[src/rtl/buffers_pkg.sv]
`default_nettype none
// ============================================================================
// Module      : buffers_pkg
// Description : Shared sizing constants and loader state type for the
//               pattern-buffer bank and its serial loader.
// Revision    : 1.0 - initial release
// ============================================================================
package buffers_pkg;

    localparam int BUFFER_SIZE  = 32;
    localparam int BUFFER_WIDTH = 8;
    localparam int NO_BUFS      = 8;
    localparam int ADDR_W       = $clog2(NO_BUFS);

    typedef enum logic [1:0] {
        IDLE  = 2'd0,
        FETCH = 2'd1,
        SHIFT = 2'd2,
        DONE  = 2'd3
    } loader_state_t;

endpackage
`default_nettype wire

[src/rtl/serial_byte_shifter.sv]
`default_nettype none
// ============================================================================
// Module      : serial_byte_shifter
// Description : Byte-wide PISO (tx, MSB first) and SIPO (rx, MSB first) with
//               a shared bit counter; emits each completed rx byte as a strobe.
// Revision    : 1.0 - initial release
// ============================================================================
module serial_byte_shifter #(
    parameter int WIDTH = buffers_pkg::BUFFER_WIDTH
) (
    input  logic             sclk,
    input  logic             rst,
    input  logic             load,
    input  logic [WIDTH-1:0] load_data,
    input  logic             shift_en,
    input  logic             sout,
    output logic             sin,
    output logic             last_bit,
    output logic [WIDTH-1:0] rx_data,
    output logic             rx_valid
);
    import buffers_pkg::*;

    localparam int                c_CNT_W = $clog2(WIDTH);
    localparam logic [c_CNT_W-1:0] c_LAST = c_CNT_W'(WIDTH - 1);

    logic [WIDTH-1:0]   r_tx;
    logic [WIDTH-1:0]   r_rx;
    logic [c_CNT_W-1:0] r_bit_cnt;
    logic [WIDTH-1:0]   r_rx_data;
    logic               r_rx_valid;
    logic [WIDTH-1:0]   w_rx_next;

    assign w_rx_next = {r_rx[WIDTH-2:0], sout};

    always_ff @(posedge sclk) begin
        if (rst) begin
            r_tx       <= '0;
            r_rx       <= '0;
            r_bit_cnt  <= '0;
            r_rx_data  <= '0;
            r_rx_valid <= 1'b0;
        end else begin
            r_rx_valid <= 1'b0;
            if (shift_en) begin
                r_tx      <= {r_tx[WIDTH-2:0], 1'b0};
                r_rx      <= w_rx_next;
                r_bit_cnt <= r_bit_cnt + 1'b1;
                if (last_bit) begin
                    r_rx_data  <= w_rx_next;
                    r_rx_valid <= 1'b1;
                end
            end
            // A reload on the final bit overrides the shift so the next byte starts gaplessly.
            if (load) begin
                r_tx      <= load_data;
                r_bit_cnt <= '0;
            end
        end
    end

    assign sin      = r_tx[WIDTH-1];
    assign last_bit = (r_bit_cnt == c_LAST);
    assign rx_data  = r_rx_data;
    assign rx_valid = r_rx_valid;

endmodule
`default_nettype wire

[src/rtl/buffer_loader.sv]
`default_nettype none
// ============================================================================
// Module      : buffer_loader
// Description : Serial host that rewrites one whole pattern buffer over the
//               sin/ssel/saddr port while returning its old contents.
// Revision    : 1.0 - initial release
// ============================================================================
module buffer_loader #(
    parameter int BUFFER_SIZE  = buffers_pkg::BUFFER_SIZE,
    parameter int BUFFER_WIDTH = buffers_pkg::BUFFER_WIDTH,
    parameter int NO_BUFS      = buffers_pkg::NO_BUFS,
    parameter int ADDR_W       = $clog2(NO_BUFS)
) (
    input  logic                    sclk,
    input  logic                    rst,
    input  logic                    start,
    input  logic [ADDR_W-1:0]       addr,
    input  logic [BUFFER_WIDTH-1:0] wr_data,
    input  logic                    wr_valid,
    output logic                    wr_ready,
    output logic [BUFFER_WIDTH-1:0] rd_data,
    output logic                    rd_valid,
    output logic                    busy,
    output logic                    done,
    output logic                    ssel,
    output logic [ADDR_W-1:0]       saddr,
    output logic                    sin,
    input  logic                    sout
);
    import buffers_pkg::*;

    localparam int                   c_BYTE_W    = $clog2(BUFFER_SIZE);
    localparam logic [c_BYTE_W-1:0] c_LAST_BYTE = c_BYTE_W'(BUFFER_SIZE - 1);

    loader_state_t       r_state;
    logic [ADDR_W-1:0]   r_saddr;
    logic [c_BYTE_W-1:0] r_byte_cnt;

    logic w_shift_en;
    logic w_last_bit;
    logic w_last_byte;
    logic w_load;

    assign w_shift_en  = (r_state == SHIFT);
    assign w_last_byte = (r_byte_cnt == c_LAST_BYTE);
    // Ready is decoded from registered state only, never from wr_valid.
    assign wr_ready    = (r_state == FETCH) || (w_shift_en && w_last_bit && !w_last_byte);
    assign w_load      = wr_valid && wr_ready;

    assign ssel  = w_shift_en;
    assign busy  = (r_state == FETCH) || (r_state == SHIFT);
    assign done  = (r_state == DONE);
    assign saddr = r_saddr;

    always_ff @(posedge sclk) begin
        if (rst) begin
            r_state    <= IDLE;
            r_saddr    <= '0;
            r_byte_cnt <= '0;
        end else begin
            case (r_state)
                IDLE: begin
                    if (start) begin
                        r_saddr    <= addr;
                        r_byte_cnt <= '0;
                        r_state    <= FETCH;
                    end
                end
                FETCH: begin
                    if (wr_valid) begin
                        r_state <= SHIFT;
                    end
                end
                SHIFT: begin
                    if (w_last_bit) begin
                        if (w_last_byte) begin
                            r_state <= DONE;
                        end else begin
                            r_byte_cnt <= r_byte_cnt + 1'b1;
                            if (!wr_valid) begin
                                r_state <= FETCH;
                            end
                        end
                    end
                end
                DONE:    r_state <= IDLE;
                default: r_state <= IDLE;
            endcase
        end
    end

    serial_byte_shifter #(
        .WIDTH (BUFFER_WIDTH)
    ) u_shifter (
        .sclk      (sclk),
        .rst       (rst),
        .load      (w_load),
        .load_data (wr_data),
        .shift_en  (w_shift_en),
        .sout      (sout),
        .sin       (sin),
        .last_bit  (w_last_bit),
        .rx_data   (rd_data),
        .rx_valid  (rd_valid)
    );

endmodule
`default_nettype wire
[config.mk]
export PLATFORM = sky130hd
export DESIGN_NAME = buffer_loader
export DESIGN_NICKNAME = d
export VERILOG_FILES = /design/src/rtl/buffers_pkg.sv /design/src/rtl/serial_byte_shifter.sv /design/src/rtl/buffer_loader.sv
export SDC_FILE = /design/constraint.sdc
export NUM_CORES = 1
export LEC_CHECK = 0
export BUFFER_PORTS_ARGS = -buffer_cell sky130_fd_sc_hd__buf_2
export CAP_MARGIN = 30
export CORE_MARGIN = 4
export CORE_UTILIZATION = 50
export CTS_BUF_LIST = sky130_fd_sc_hd__clkbuf_16
export CTS_CLUSTER_SIZE = 8
export DETAILED_ROUTE_END_ITERATION = 8
export GPL_ROUTABILITY_DRIVEN = 0
export PLACE_DENSITY = 0.77
export SYNTH_ARGS = -nofsm -noshare
export SYNTH_HDL_FRONTEND = slang
export SYNTH_SLANG_ARGS = --single-unit
[constraint.sdc]
create_clock -name sclk -period 3.5 [get_ports sclk]
set_clock_uncertainty 0.05 [all_clocks]
set_input_delay 0.35 -clock sclk [delete_from_list [all_inputs] [get_ports sclk]]
set_output_delay 0.35 -clock sclk [all_outputs]
set_load 0.01 [all_outputs]
**Yosys cells after proc, flatten, opt, wreduce, memory -nomap -nowiden**

Cells that the tools add are included.

- Memories: 0
- Memory bits (read-only): 0
- Output and inout bits: 17
- Memory bits (writable): 0
- Register bits: 37
- Word-level logic and storage cells: 49
- Input port bits: 16
- Bits in latches: 0

- Multipliers: 0
- Shift-type cells: 0
- Divide/modulo/power cells: 0
- Magnitude comparators: 0
- Reduce and logical (&&, ||, !) cells: 15
- Equality and inequality tests: 10
- $add $sub $neg: 2
- Bitwise operators: 1
- Multiplexer cells: 13

Operator list:

| cell | number |
|---|---|
| $mux 8 | 2 |
| $mux 5 | 3 |
| $mux 2 | 5 |
| $pmux 5 s2 | 1 |
| $pmux 2 s4 | 1 |
| $reduce_and 4->1 | 2 |
| $ne 2x2->1 const B | 3 |
| $add 5x1->5 const B | 1 |
| $eq 5x5->1 const B | 1 |
| $eq 2x2->1 const B | 2 |
| $reduce_and 2->1 | 2 |
| $reduce_bool 2->1 | 2 |
| $reduce_or 2->1 | 2 |
| $add 3x1->3 const B | 1 |
| $eq 3x3->1 const B | 1 |
| $logic_and 1x1->1 | 3 |
| $ne 3x2->1 const B | 1 |
| $eq 2x1->1 const B | 1 |
| $logic_not 2->1 | 1 |
| $logic_or 1x1->1 | 2 |
| $ne 2x1->1 const B | 1 |
| $logic_not 1->1 | 1 |
| $mux 1 | 1 |
| $not 1->1 | 1 |

**Logic depth before layout (Yosys ltp)**

Gate-level depths: netlist of run 1.

- Depth in word-level cells: 6
- Mapped depth: 8
- Mapped depth without buffers: 7

**By module**

A second synthesis of run 1 with hierarchy kept.

- Cell total of the unflattened synthesis: 175
- Area, all modules: 1724.2 sq um

Modules (own cells, without submodules):

| module | cells each | area each (sq um) | times used |
|---|---|---|---|
| serial_byte_shifter | 110 | 1138.6 | 1 |
| buffer_loader | 65 | 585.6 | 1 |

**Least setup slack after synthesis of run 1**

Ideal clock, no wire load.

- Path type: register -> output
- Start point: register r_byte_cnt[0]
- End point: output port wr_ready
- Path buffers: 0
- Cell stages (with the launch flop): 6
- Slack: 1730 ps
- Data required time: 3100 ps
- Data arrival time: 1370 ps
- Path through: dfxtp_1 > ha_1 > and3_1 > ha_1 > and3b_1 > or2_2

- Word-level cells in the longest chain between the ends: 4

RTL lines:

| what | RTL line | RTL |
|---|---|---|
| start: declaration | buffer_loader.sv:37 | `logic [c_BYTE_W-1:0] r_byte_cnt;` |
| start signal: assignment | buffer_loader.sv:79 | `r_byte_cnt <= r_byte_cnt + 1'b1;` |
| $eq 5x5->1 | buffer_loader.sv:45 | `assign w_last_byte = (r_byte_cnt == c_LAST_BYTE);` |
| $logic_not 1->1 | buffer_loader.sv:47 | `assign wr_ready = (r_state == FETCH) \|\| (w_shift_en && w_last_bit && !w_last_byte);` |
| $logic_and 1x1->1 | buffer_loader.sv:47 |  |
| $logic_or 1x1->1 | buffer_loader.sv:47 |  |
| end: declaration | buffer_loader.sv:20 | `output logic wr_ready,` |

Every way passes these cells.

**Final worst setup path of run 1**

- Start point: register r_state[0]
- End point: output port wr_ready

- Word-level cells in the longest chain between the ends: 4

RTL lines:

| what | RTL line | RTL |
|---|---|---|
| start: declaration | buffer_loader.sv:35 | `loader_state_t r_state;` |
| start signal: assignment | buffer_loader.sv:57 | `r_state <= IDLE;` |
| start signal: assignment | buffer_loader.sv:66 | `r_state <= FETCH;` |
| start signal: assignment | buffer_loader.sv:71 | `r_state <= SHIFT;` |
| $eq 2x2->1 | buffer_loader.sv:44 | `assign w_shift_en = (r_state == SHIFT);` |
| $logic_and 1x1->1 (2 in a row) | buffer_loader.sv:47 |  |
| $logic_or 1x1->1 (*) | buffer_loader.sv:47 |  |

Mark *: on every way between the ends. The rest lies on a longest branch, timed or not.

==> reports/qor.csv, run 1 <==
stage,metric,value,unit
outcome,status,"finished, final reports clean",
detailed_routing,final_antenna_net_count,0,
detailed_routing,drc,0,
sta,finalHoldViolations,0,
clock_network,cts_root_buf,clkbuf_16,
clock_network,numCtsBuffers,5,
global_route,use_met3,6.63,%
clock_network,post_cts_buffers,0,
floorplanning,rows,20,
power_and_ir_drop,vdd_drop_max,0.000342,V
power_and_ir_drop,p_leak,0.815,nW
finish,nNetsFinal,233,
clock_network,clk_path_buf_depth,2,
critical_path,setup.worst_path.end,wr_ready,
floorplanning,dieArea,4360,um^2
floorplanning,dieWidth,66.0,um
global_route,first_global_vias,1327,
sta,fin_crit,2480,ps
min_path,hold_path_class,primary input to flip-flop,
logic_synthesis,synth_nets,203,
logic_synthesis,synthTopCellsByArea,"dfxtp_1 (44%), mux2i_1 (11%), ha_1 (5.9%)",
critical_path,cp_cell_sequence,"inv_1, ha_1, and3b_1, or2_2, buf_2",
critical_path,r2r_cells,6,
logic_synthesis,synthCells,179,
logic_synthesis,synth_top_area_share,44.0,%
global_route,busiest_layer,met2,
detailed_routing,firstDrtPassIters,4,
floorplanning,die_y,66.0,um
critical_path,rr_startpoint,r_state[0]$_SDFFE_PP0P_,
detailed_routing,totalWireLength,3290,um
global_route,overflow,0,
critical_path,critPathLaunch,r_state[0]$_SDFFE_PP0P_,
critical_path,path_max_fanout,19,
sta,fin_crit_sh,71.0,%
logic_synthesis,synth_area,1680,um^2
floorplanning,start_util,53.8,%
logic_synthesis,ys_seq_area_share,44.0,%
critical_path,cpPeakStageDelay,750,ps
critical_path,worst_setup_path_start_kind,flip-flop,
placed_design,dp_hpwl,2330,um
clock_network,hold_buffers,0,
critical_path,cp.required,3100,ps
sta,worstMarginPinSlew,893,ps
global_route,antenna_found_initial,0,
detailed_routing,avgViaCountPerCell,5.18,
placed_design,place_area,1850,um^2
clock_network,cts_max_level,2,
clock_network,tritoncts,done,
floorplanning,pin_count,33,
sta,setup_violations,0,
clock_network,numClockSinks,37,
sta,grt_setup_unrepaired,no,
logic_synthesis,synth-seq-cells,37,
logic_synthesis,ys_warn_count,0,
finish,syn_to_final_growth,19.5,%
sta,tns,0,ps
sta,maxSlewViolCount,0,
detailed_routing,drtIter0Drc,59,
run,maxCapViolCount,0,
placed_design,portBuffers,32,
finish,diodes,0,
critical_path,rrSetupSlack,1230,ps
critical_path,critPathCaptureType,output port,
finish,drive_gt1_share,24.8,%
critical_path,r2r-end,r_byte_cnt[4]$_SDFFE_PP0P_,
critical_path,crit_slowest_cell,ha_1,
sta,fmax,403,MHz
logic_synthesis,ys_types,35,
global_route,gr-usage-all-layers,16.9,%
clock_network,clock_latency,280,ps
global_route,grt_pass1_wl,5610,um
clock_network,ctsResizeCount,0,
logic_synthesis,syn-mean-instance-area,9.40,um^2
sta,slew-limit-headroom,40.5,%
logic_synthesis,synth_edf_count,0,
clock_network,clkTransAtPathRegs,50,ps
global_route,use_met1,17.9,%
global_route,grt_max_degree,38,
finish,fin_area,2010,um^2
floorplanning,core-area,3130,um^2
finish,fillers,275,
critical_path,cp_data_arrival_time,2080,ps
power_and_ir_drop,power_density,649,nW/um^2
global_route,grt_use_met2,29.8,%
logic_synthesis,post-synth-top-area-cell,dfxtp_1,
detailed_routing,vias,1315,
detailed_routing,wl_per_cell,12.9,um
critical_path,crit_type,flip-flop to output port,
logic_synthesis,synth_ff_type,dfxtp_1,
logic_synthesis,synthArstFlopShare,0,%
[power breakdown]
part	switching, mW	internal (mW)
registers	0.0255	0.462
clock network	0.157	0.330
logic	0.187	0.143
[cells by family (layout without fill, tap and decap cells)]
| kind of cell | count (synthesis) | in the layout | share of synthesized area [%] |
|---|---|---|---|
| compound gates | 34 | 34 | 16.0 |
| xor+xnor | 3 | 3 | 1.56 |
| fa+ha+maj | 8 | 8 | 5.95 |
| buf+inv | 16 | 47 | 4.76 |
| flops | 37 | 37 | 44.0 |
| mux | 19 | 19 | 11.3 |
| simple gates | 62 | 62 | 16.4 |
[cell type report]
cell class | count | area [um^2] | area share (%)
multi-input cells | 126 | 862 | 42.9
flip-flops and latches | 37 | 741 | 36.8
repair buffers | 33 | 168 | 8.34
clock buffers | 5 | 125 | 6.22
well taps | 44 | 55.1 | 2.74
clock inverters | 3 | 37.5 | 1.87
inverters | 6 | 22.5 | 1.12
[per-stage QoR]
stage	hold WS, ps	total power [mW]	utilization, %	std cells	setup slack (ps)
2_1_floorplan	381	0.760	-	179	1730
3_3_place_gp	391	0.808	59.1	246	1410
3_5_place_dp	396	0.825	59.1	246	1270
4_1_cts	261	1.32	64.3	254	1010
5_1_grt	255	1.38	64.3	254	893
6_report	264	1.30	64.3	254	1020
[worst min-delay path by stage]
stage                                         from                           endpoint  depth (start not counted)
finish                                  wr_data[0]     u_shifter.r_tx[0]$_SDFFE_PP0P_                          3
detailed placement           saddr[1]$_SDFFE_PP0P_              saddr[1]$_SDFFE_PP0P_                          2
CTS                                     wr_data[0]     u_shifter.r_tx[0]$_SDFFE_PP0P_                          3
global route                            wr_data[0]     u_shifter.r_tx[0]$_SDFFE_PP0P_                          3
floorplan           u_shifter.r_rx[6]$_SDFFE_PP0P_  u_shifter.rx_data[7]$_SDFFE_PP0P_                          2
global placement             saddr[1]$_SDFFE_PP0P_              saddr[1]$_SDFFE_PP0P_                          2
[sequential cells by signal (all words and copies together) (netlist names)]
signal,flops
r_state,2
u_shifter.r_tx,8
r_byte_cnt,5
u_shifter.rx_valid,1
u_shifter.r_bit_cnt,3
saddr,3
u_shifter.rx_data,8
u_shifter.r_rx,7
[critical path, delay by kind of cell, from the launching register on]
| family | cells | cell delay (ps) |
|---|---|---|
| DFF | 1 | 340 |
| and+or+nand+nor | 2 | 480 |
| buffers and inverters | 2 | 220 |
| adders and majority gates | 1 | 750 |
[cell usage in the layout (no fill, tap or decap), drive strengths merged]
| cell | netlist | layout |
|---|---|---|
| dfxtp | 37 | 37 |
| buf | 8 | 33 |
| nand2 | 23 | 23 |
| nor2 | 23 | 23 |
| mux2i | 19 | 19 |
| a21oi | 13 | 13 |
| a211oi | 12 | 12 |
| ha | 8 | 8 |
| inv | 6 | 7 |
| clkbuf | 2 | 5 |
| nor3 | 4 | 4 |
| nand3 | 4 | 4 |
| xnor2 | 3 | 3 |
| nor2b | 2 | 2 |
| a22oi | 2 | 2 |
| o21ai | 2 | 2 |
| and3b | 1 | 1 |
| or2 | 1 | 1 |
| and3 | 1 | 1 |
| nand2b | 1 | 1 |
| a21o | 1 | 1 |
| and2 | 1 | 1 |
| o21a | 1 | 1 |
| a221oi | 1 | 1 |
| o21bai | 1 | 1 |
| nor3b | 1 | 1 |
| a2bb2oi | 1 | 1 |
| clkinv | 0 | 1 |
| bufinv | 0 | 1 |
[cells in the mapped netlist, drive strengths merged (2+ instances only)]
cell type and instances:
a21oi 13, nand3 4, nor2b 2, mux2i 19
a22oi 2, a211oi 12, nor3 4, buf 8
o21ai 2, inv 6, clkbuf 2, nor2 23
ha 8, dfxtp 37, xnor2 3, nand2 23
[layer usage]
layer,vias up,wire length (um)
li1,670,-
met1,606,1440
met2,32,1570
met3,7,222
met4,0,54
met5,-,0
Note: power is estimated with default switching activity, not from simulation.
==> run 2: changes to the inputs <==
ABC_AREA = 1   (was unset)
CORE_UTILIZATION = 49   (was 50)
PLACE_DENSITY = 0.79   (was 0.77)
clock period = 2.2 ns   (was 3.5 ns; I/O delays follow)
==> reports/qor.csv, run 2 <==
stage,metric,value,unit
outcome,status,"finished, final reports clean",
sta,fin_crit,1960,ps
detailed_routing,drtIter0Drc,116,
sta,timing.final.ws_setup,242,ps
clock_network,numCtsBuffers,5,
floorplanning,rows,21,
logic_synthesis,ys_warn_count,0,
finish,layout_commonest_cell,nand2_1,
run,maxCapViolCount,0,
detailed_routing,met1Wirelength,1550,um
sta,worstMarginPinSlew,466,ps
detailed_routing,totalWireLength,3430,um
floorplanning,dieWidth,67.4,um
detailed_routing,final_antenna_net_count,0,
global_route,grt_max_degree,20,
finish,diodes,0,
clock_network,clk_path_buf_depth,2,
finish,fin_area,2050,um^2
placed_design,pre_cts_slack,422,ps
global_route,gr-usage-all-layers,16.7,%
detailed_routing,wl_per_cell,11.0,um
detailed_routing,wl_met2,1560,um
logic_synthesis,synthTopCellsByArea,"dfxtp_1 (43%), nand2_1 (11%), nand3_1 (7.2%)",
logic_synthesis,synth_top_area_share,42.8,%
logic_synthesis,synth_nets,257,
critical_path,r2r-end,u_shifter.r_tx[7]$_SDFFE_PP0P_,
logic_synthesis,synth_area,1730,um^2
clock_network,clock_latency,280,ps
logic_synthesis,syn-mean-instance-area,7.43,um^2
sta,slew-limit-headroom,69.0,%
global_route,grt_pass1_wl,5710,um
critical_path,cp_cell_sequence,"ha_1, nand2_1, nor2_1, ha_1, inv_1, nand3_4, nand2_8, buf_2",
clock_network,cts_root_buf,clkbuf_16,
power_and_ir_drop,p_leak,0.970,nW
clock_network,post_cts_buffers,0,
logic_synthesis,yosysMostFrequentCell,nand2_1,
placed_design,portBuffers,32,
finish,nNetsFinal,290,
sta,finalHoldViolations,0,
logic_synthesis,ys_seq_area_share,42.8,%
logic_synthesis,synthTopCellsByCount,"nand2_1 (52), dfxtp_1 (37), nor2_1 (28), nand3_1 (25), inv_1 (22)",
floorplanning,die_y,67.4,um
finish,syn_to_final_growth,18.4,%
floorplanning,pin_count,33,
detailed_routing,top_layer,met4,
logic_synthesis,synth_ff_type,dfxtp_1,
placed_design,dp_hpwl,2430,um
detailed_routing,drc,0,
sta,fin_crit_sh,89.0,%
logic_synthesis,synthArstFlopShare,0,%
sta,tns,0,ps
detailed_routing,met3WireLength,261,um
placed_design,place_area,1910,um^2
critical_path,worst_setup_path_start_kind,flip-flop,
finish,layout_common_cells,"nand2_1 (52), dfxtp_1 (37), buf_2 (32)",
logic_synthesis,synthCells,233,
floorplanning,dieArea,4550,um^2
detailed_routing,avgViaCountPerCell,4.92,
critical_path,path_delay_family,adder cells,
critical_path,r2r_cells,10,
logic_synthesis,synth-seq-cells,37,
critical_path,path_max_fanout,10,
sta,maxSlewViolCount,0,
clock_network,numClockSinks,37,
sta,grt_setup_unrepaired,no,
critical_path,cp_data_arrival_time,1690,ps
floorplanning,core-area,3360,um^2
critical_path,crit_slowest_cell,dfxtp_1,
detailed_routing,firstDrtPassIters,4,
sta,setup_violations,0,
logic_synthesis,ys_types,25,
floorplanning,start_util,51.5,%
clock_network,clkTransAtPathRegs,50,ps
critical_path,crit_type,flip-flop to output port,
critical_path,path_common_cell,ha_1,
global_route,first_global_vias,1359,
clock_network,cts_max_level,2,
min_path,hold_depth,3,
min_path,hold_path_class,primary input to flip-flop,
min_path,hp-start,sout,
finish,drive_gt1_share,18.7,%
critical_path,rr_startpoint,r_byte_cnt[0]$_SDFFE_PP0P_,
logic_synthesis,post-synth-top-area-cell,dfxtp_1,
power_and_ir_drop,vdd_drop_max,0.000508,V
power_and_ir_drop,power_density,1020,nW/um^2
logic_synthesis,synth_edf_count,0,
global_route,overflow,0,
critical_path,rrSetupSlack,410,ps
min_path,min_to,u_shifter.r_rx[0]$_SDFFE_PP0P_,
sta,fmax,511,MHz
global_route,antenna_found_initial,0,
detailed_routing,vias,1540,
clock_network,ctsResizeCount,0,
critical_path,worst-path-buf-inv,2,
clock_network,tritoncts,done,
critical_path,critPathCaptureType,output port,
critical_path,cp.required,1930,ps
clock_network,hold_buffers,0,
critical_path,cpPeakStageDelay,350,ps
finish,final_util,61.0,%
run 2: cell types whose count changed after synthesis, moves of 4 or more:
cell      change
o21ai_0      +16
a211oi_1      -7
nand2_1      +30
a21oi_1       +8
nand3_1      +21
a211oi_2      -4
nor3_1        -4
mux2i_1      -19
nor2_1        +8
inv_1        +18
run 2: worst max path at each step:
stage                                     startpoint                             end  slack (ps)  cells after the start
final                     r_byte_cnt[0]$_SDFFE_PP0P_                        wr_ready         240                      8
after detailed placement  r_byte_cnt[0]$_SDFFE_PP0P_  u_shifter.r_tx[6]$_SDFFE_PP0P_         420                     10
after CTS                 r_byte_cnt[0]$_SDFFE_PP0P_                        wr_ready         230                      8
after global placement    r_byte_cnt[0]$_SDFFE_PP0P_  u_shifter.r_tx[7]$_SDFFE_PP0P_         440                     10
after global routing      r_byte_cnt[0]$_SDFFE_PP0P_                        wr_ready         110                      8
after floorplan           r_byte_cnt[0]$_SDFFE_PP0P_  u_shifter.r_tx[7]$_SDFFE_PP0P_         560                     11
run 2: layout make-up:
type / instances / area [um^2]
multi-input cells: 162 / 833
repair buffers: 35 / 183
flip-flops and latches: 37 / 741
clock buffers: 5 / 125
clock inverters: 3 / 17.5
inverters: 25 / 93.8
fillers: 326 / 1310
well taps: 46 / 57.6
run 2: tightest hold or removal path: stages:
cell    delay, ps
buf_2          80
nor2_1         50
nor2_1         90
run 2: metal layers:
layer,vias to the layer above,global-route usage [%]
li1,813,-
met1,672,19.2
met2,48,27.7
met3,7,6.66
met4,0,6.58
met5,-,0
run 2: report_power, final:
part,internal [mW],switching [mW]
sequential,0.766,0.0565
combinational,0.217,0.383
clock,0.414,0.255
total,1.40,0.694
run 2: per-stage QoR:
stage	hold slack (ps)	power, mW	cells
detailed placement	410	1.43	305
finish	153	2.09	313
CTS	150	2.11	313
global placement	405	1.42	305
global route	146	2.23	313
floorplan	316	1.30	233
run 2: logic make-up (layout without fill, tap and decap cells):
family	after synthesis	after routing	synth area share, %
buffers and inverters	34	68	9.10
flip-flops	37	37	42.8
AO/OA/AOI/OAI	39	39	11.6
AND/OR/NAND/NOR	114	114	30.2
XOR/XNOR	1	1	0.506
adder cells (fa/ha/maj)	8	8	5.78
==> run 3: changes to the inputs <==
ABC_AREA = unset   (was 1)
BUFFER_PORTS_ARGS = unset   (was -buffer_cell sky130_fd_sc_hd__buf_2)
CORE_UTILIZATION = 50   (was 49)
DONT_BUFFER_PORTS = 1   (was unset)
PLACE_DENSITY = 0.72   (was 0.79)
==> reports/qor.csv, run 3 (synthesized netlist as in run 1, its figures left out) <==
stage,metric,value,unit
critical_path,rrSetupSlack,210,ps
critical_path,r2r_cells,7,
detailed_routing,drc,0,
clock_network,numClockSinks,37,
floorplanning,pin_count,33,
finish,diodes,0,
sta,maxSlewViolCount,0,
critical_path,worst-path-buf-inv,0,
critical_path,crit_slowest_cell,dfxtp_1,
outcome,status,"finished, final reports clean",
critical_path,cp_cell_sequence,"ha_1, and3_1, ha_1, and3b_1, or2_2",
critical_path,cp.required,1930,ps
sta,fin_crit,2040,ps
floorplanning,rows,20,
clock_network,clock_latency,280,ps
finish,layout_commonest_cell,dfxtp_1,
power_and_ir_drop,vdd_drop_max,0.000545,V
detailed_routing,totalWireLength,3160,um
clock_network,numCtsBuffers,5,
critical_path,critical_path_cell_count,5,
global_route,grt_max_degree,35,
min_path,hold_depth,2,
power_and_ir_drop,p_leak,0.690,nW
critical_path,cp_data_arrival_time,1770,ps
critical_path,path_delay_family,simple AND/OR/NAND/NOR gates,
clock_network,clkTransAtPathRegs,50,ps
detailed_routing,firstDrtPassIters,4,
global_route,antenna_found_initial,0,
finish,final_util,60.5,%
sta,tns,0,ps
sta,worstMarginPinSlew,408,ps
floorplanning,start_util,53.8,%
sta,finalHoldViolations,0,
floorplanning,dieArea,4360,um^2
clock_network,tritoncts,done,
global_route,gr-usage-all-layers,15.9,%
run,maxCapViolCount,0,
floorplanning,dieWidth,66.0,um
critical_path,critPathCaptureType,output port,
clock_network,cts_max_level,2,
power_and_ir_drop,power_density,1080,nW/um^2
clock_network,cts_root_buf,clkbuf_16,
min_path,hold_path_class,primary input to flip-flop,
global_route,grt_pass1_wl,5290,um
placed_design,dp_hpwl,2300,um
finish,drive_gt1_share,13.2,%
detailed_routing,avgViaCountPerCell,5.42,
sta,slew-limit-headroom,72.7,%
critical_path,crit_type,flip-flop to output port,
finish,syn_to_final_growth,12.5,%
detailed_routing,wl_per_cell,14.0,um
sta,fin_crit_sh,92.6,%
detailed_routing,vias,1226,
critical_path,cpPeakStageDelay,370,ps
finish,nNetsFinal,205,
critical_path,path_common_cell,ha_1,
sta,fmax,491,MHz
global_route,first_global_vias,1260,
critical_path,worst_setup_path_start_kind,flip-flop,
placed_design,portBuffers,0,
floorplanning,die_y,66.0,um
detailed_routing,final_antenna_net_count,0,
critical_path,path_max_fanout,5,
sta,grt_setup_unrepaired,no,
detailed_routing,drtIter0Drc,36,
finish,layout_common_cells,"dfxtp_1 (37), nand2_1 (22), nor2_1 (20)",
sta,setup_violations,0,
global_route,overflow,0,
clock_network,clk_path_buf_depth,2,
floorplanning,core-area,3130,um^2
[run 3: area by class of cell]
type,instances,area (um^2)
repair buffers,5,50.0
multi-input cells,126,862
fillers,270,1230
well taps,44,55.1
clock buffers,5,125
clock inverters,3,37.5
inverters,6,22.5
flip-flops and latches,37,741
[run 3: path summary, 6_finish.rpt]
path | startpoint | end
worst max-delay path | r_byte_cnt[0]$_SDFFE_PP0P_ | wr_ready
worst min-delay path | addr[1] | saddr[1]$_SDFFE_PP0P_
worst max register to register | r_byte_cnt[0]$_SDFFE_PP0P_ | u_shifter.r_tx[3]$_SDFFE_PP0P_
worst min register to register | u_shifter.r_rx[6]$_SDFFE_PP0P_ | u_shifter.rx_data[7]$_SDFFE_PP0P_
[run 3: timing repair]
item	4_1_cts	5_1_grt
setup buffers	0	0
hold buffers	1	0
endpoints found under the hold margin	34	0
gates resized for setup	0	0
endpoints found under the setup margin	0	0
[run 3: stage by stage]
stage	hold WS (ps)	area [um^2]	setup slack (ps)	power, mW	instances
2_1_floorplan	306	1680	476	1.21	179
3_3_place_gp	242	1710	362	1.25	217
3_5_place_dp	245	1710	208	1.27	217
4_1_cts	33.5	1890	150	2.06	226
5_1_grt	51.6	1890	59.0	2.14	226
6_report	33.7	1890	163	2.04	226
[run 3: per-layer routing]
| layer | part of all wire, % | GRT usage (%) | vias to the layer above | routed length [um] |
|---|---|---|---|---|
| li1 | - | - | 619 | - |
| met3 | 8.4 | 5.78 | 9 | 266 |
| met4 | 3.1 | 11.2 | 0 | 97 |
| met5 | 0 | 0 | - | 0 |
| met2 | 48 | 26.8 | 30 | 1520 |
| met1 | 40 | 16.2 | 568 | 1270 |
[run 3: worst register-to-register path, cell delays in order (launching register included)]
cell and delay (ps):
dfxtp_1 370, ha_1 190, and3_1 160, ha_1 210, and3b_1 240, o21ai_4 360
nor2_1 80, a211oi_1 240
[run 3: where the power goes]
group | internal, mW | switching, mW | total, mW
sequential | 0.735 | 0.0492 | 0.784
clock | 0.525 | 0.253 | 0.778
combinational | 0.211 | 0.268 | 0.479
total | 1.47 | 0.570 | 2.04
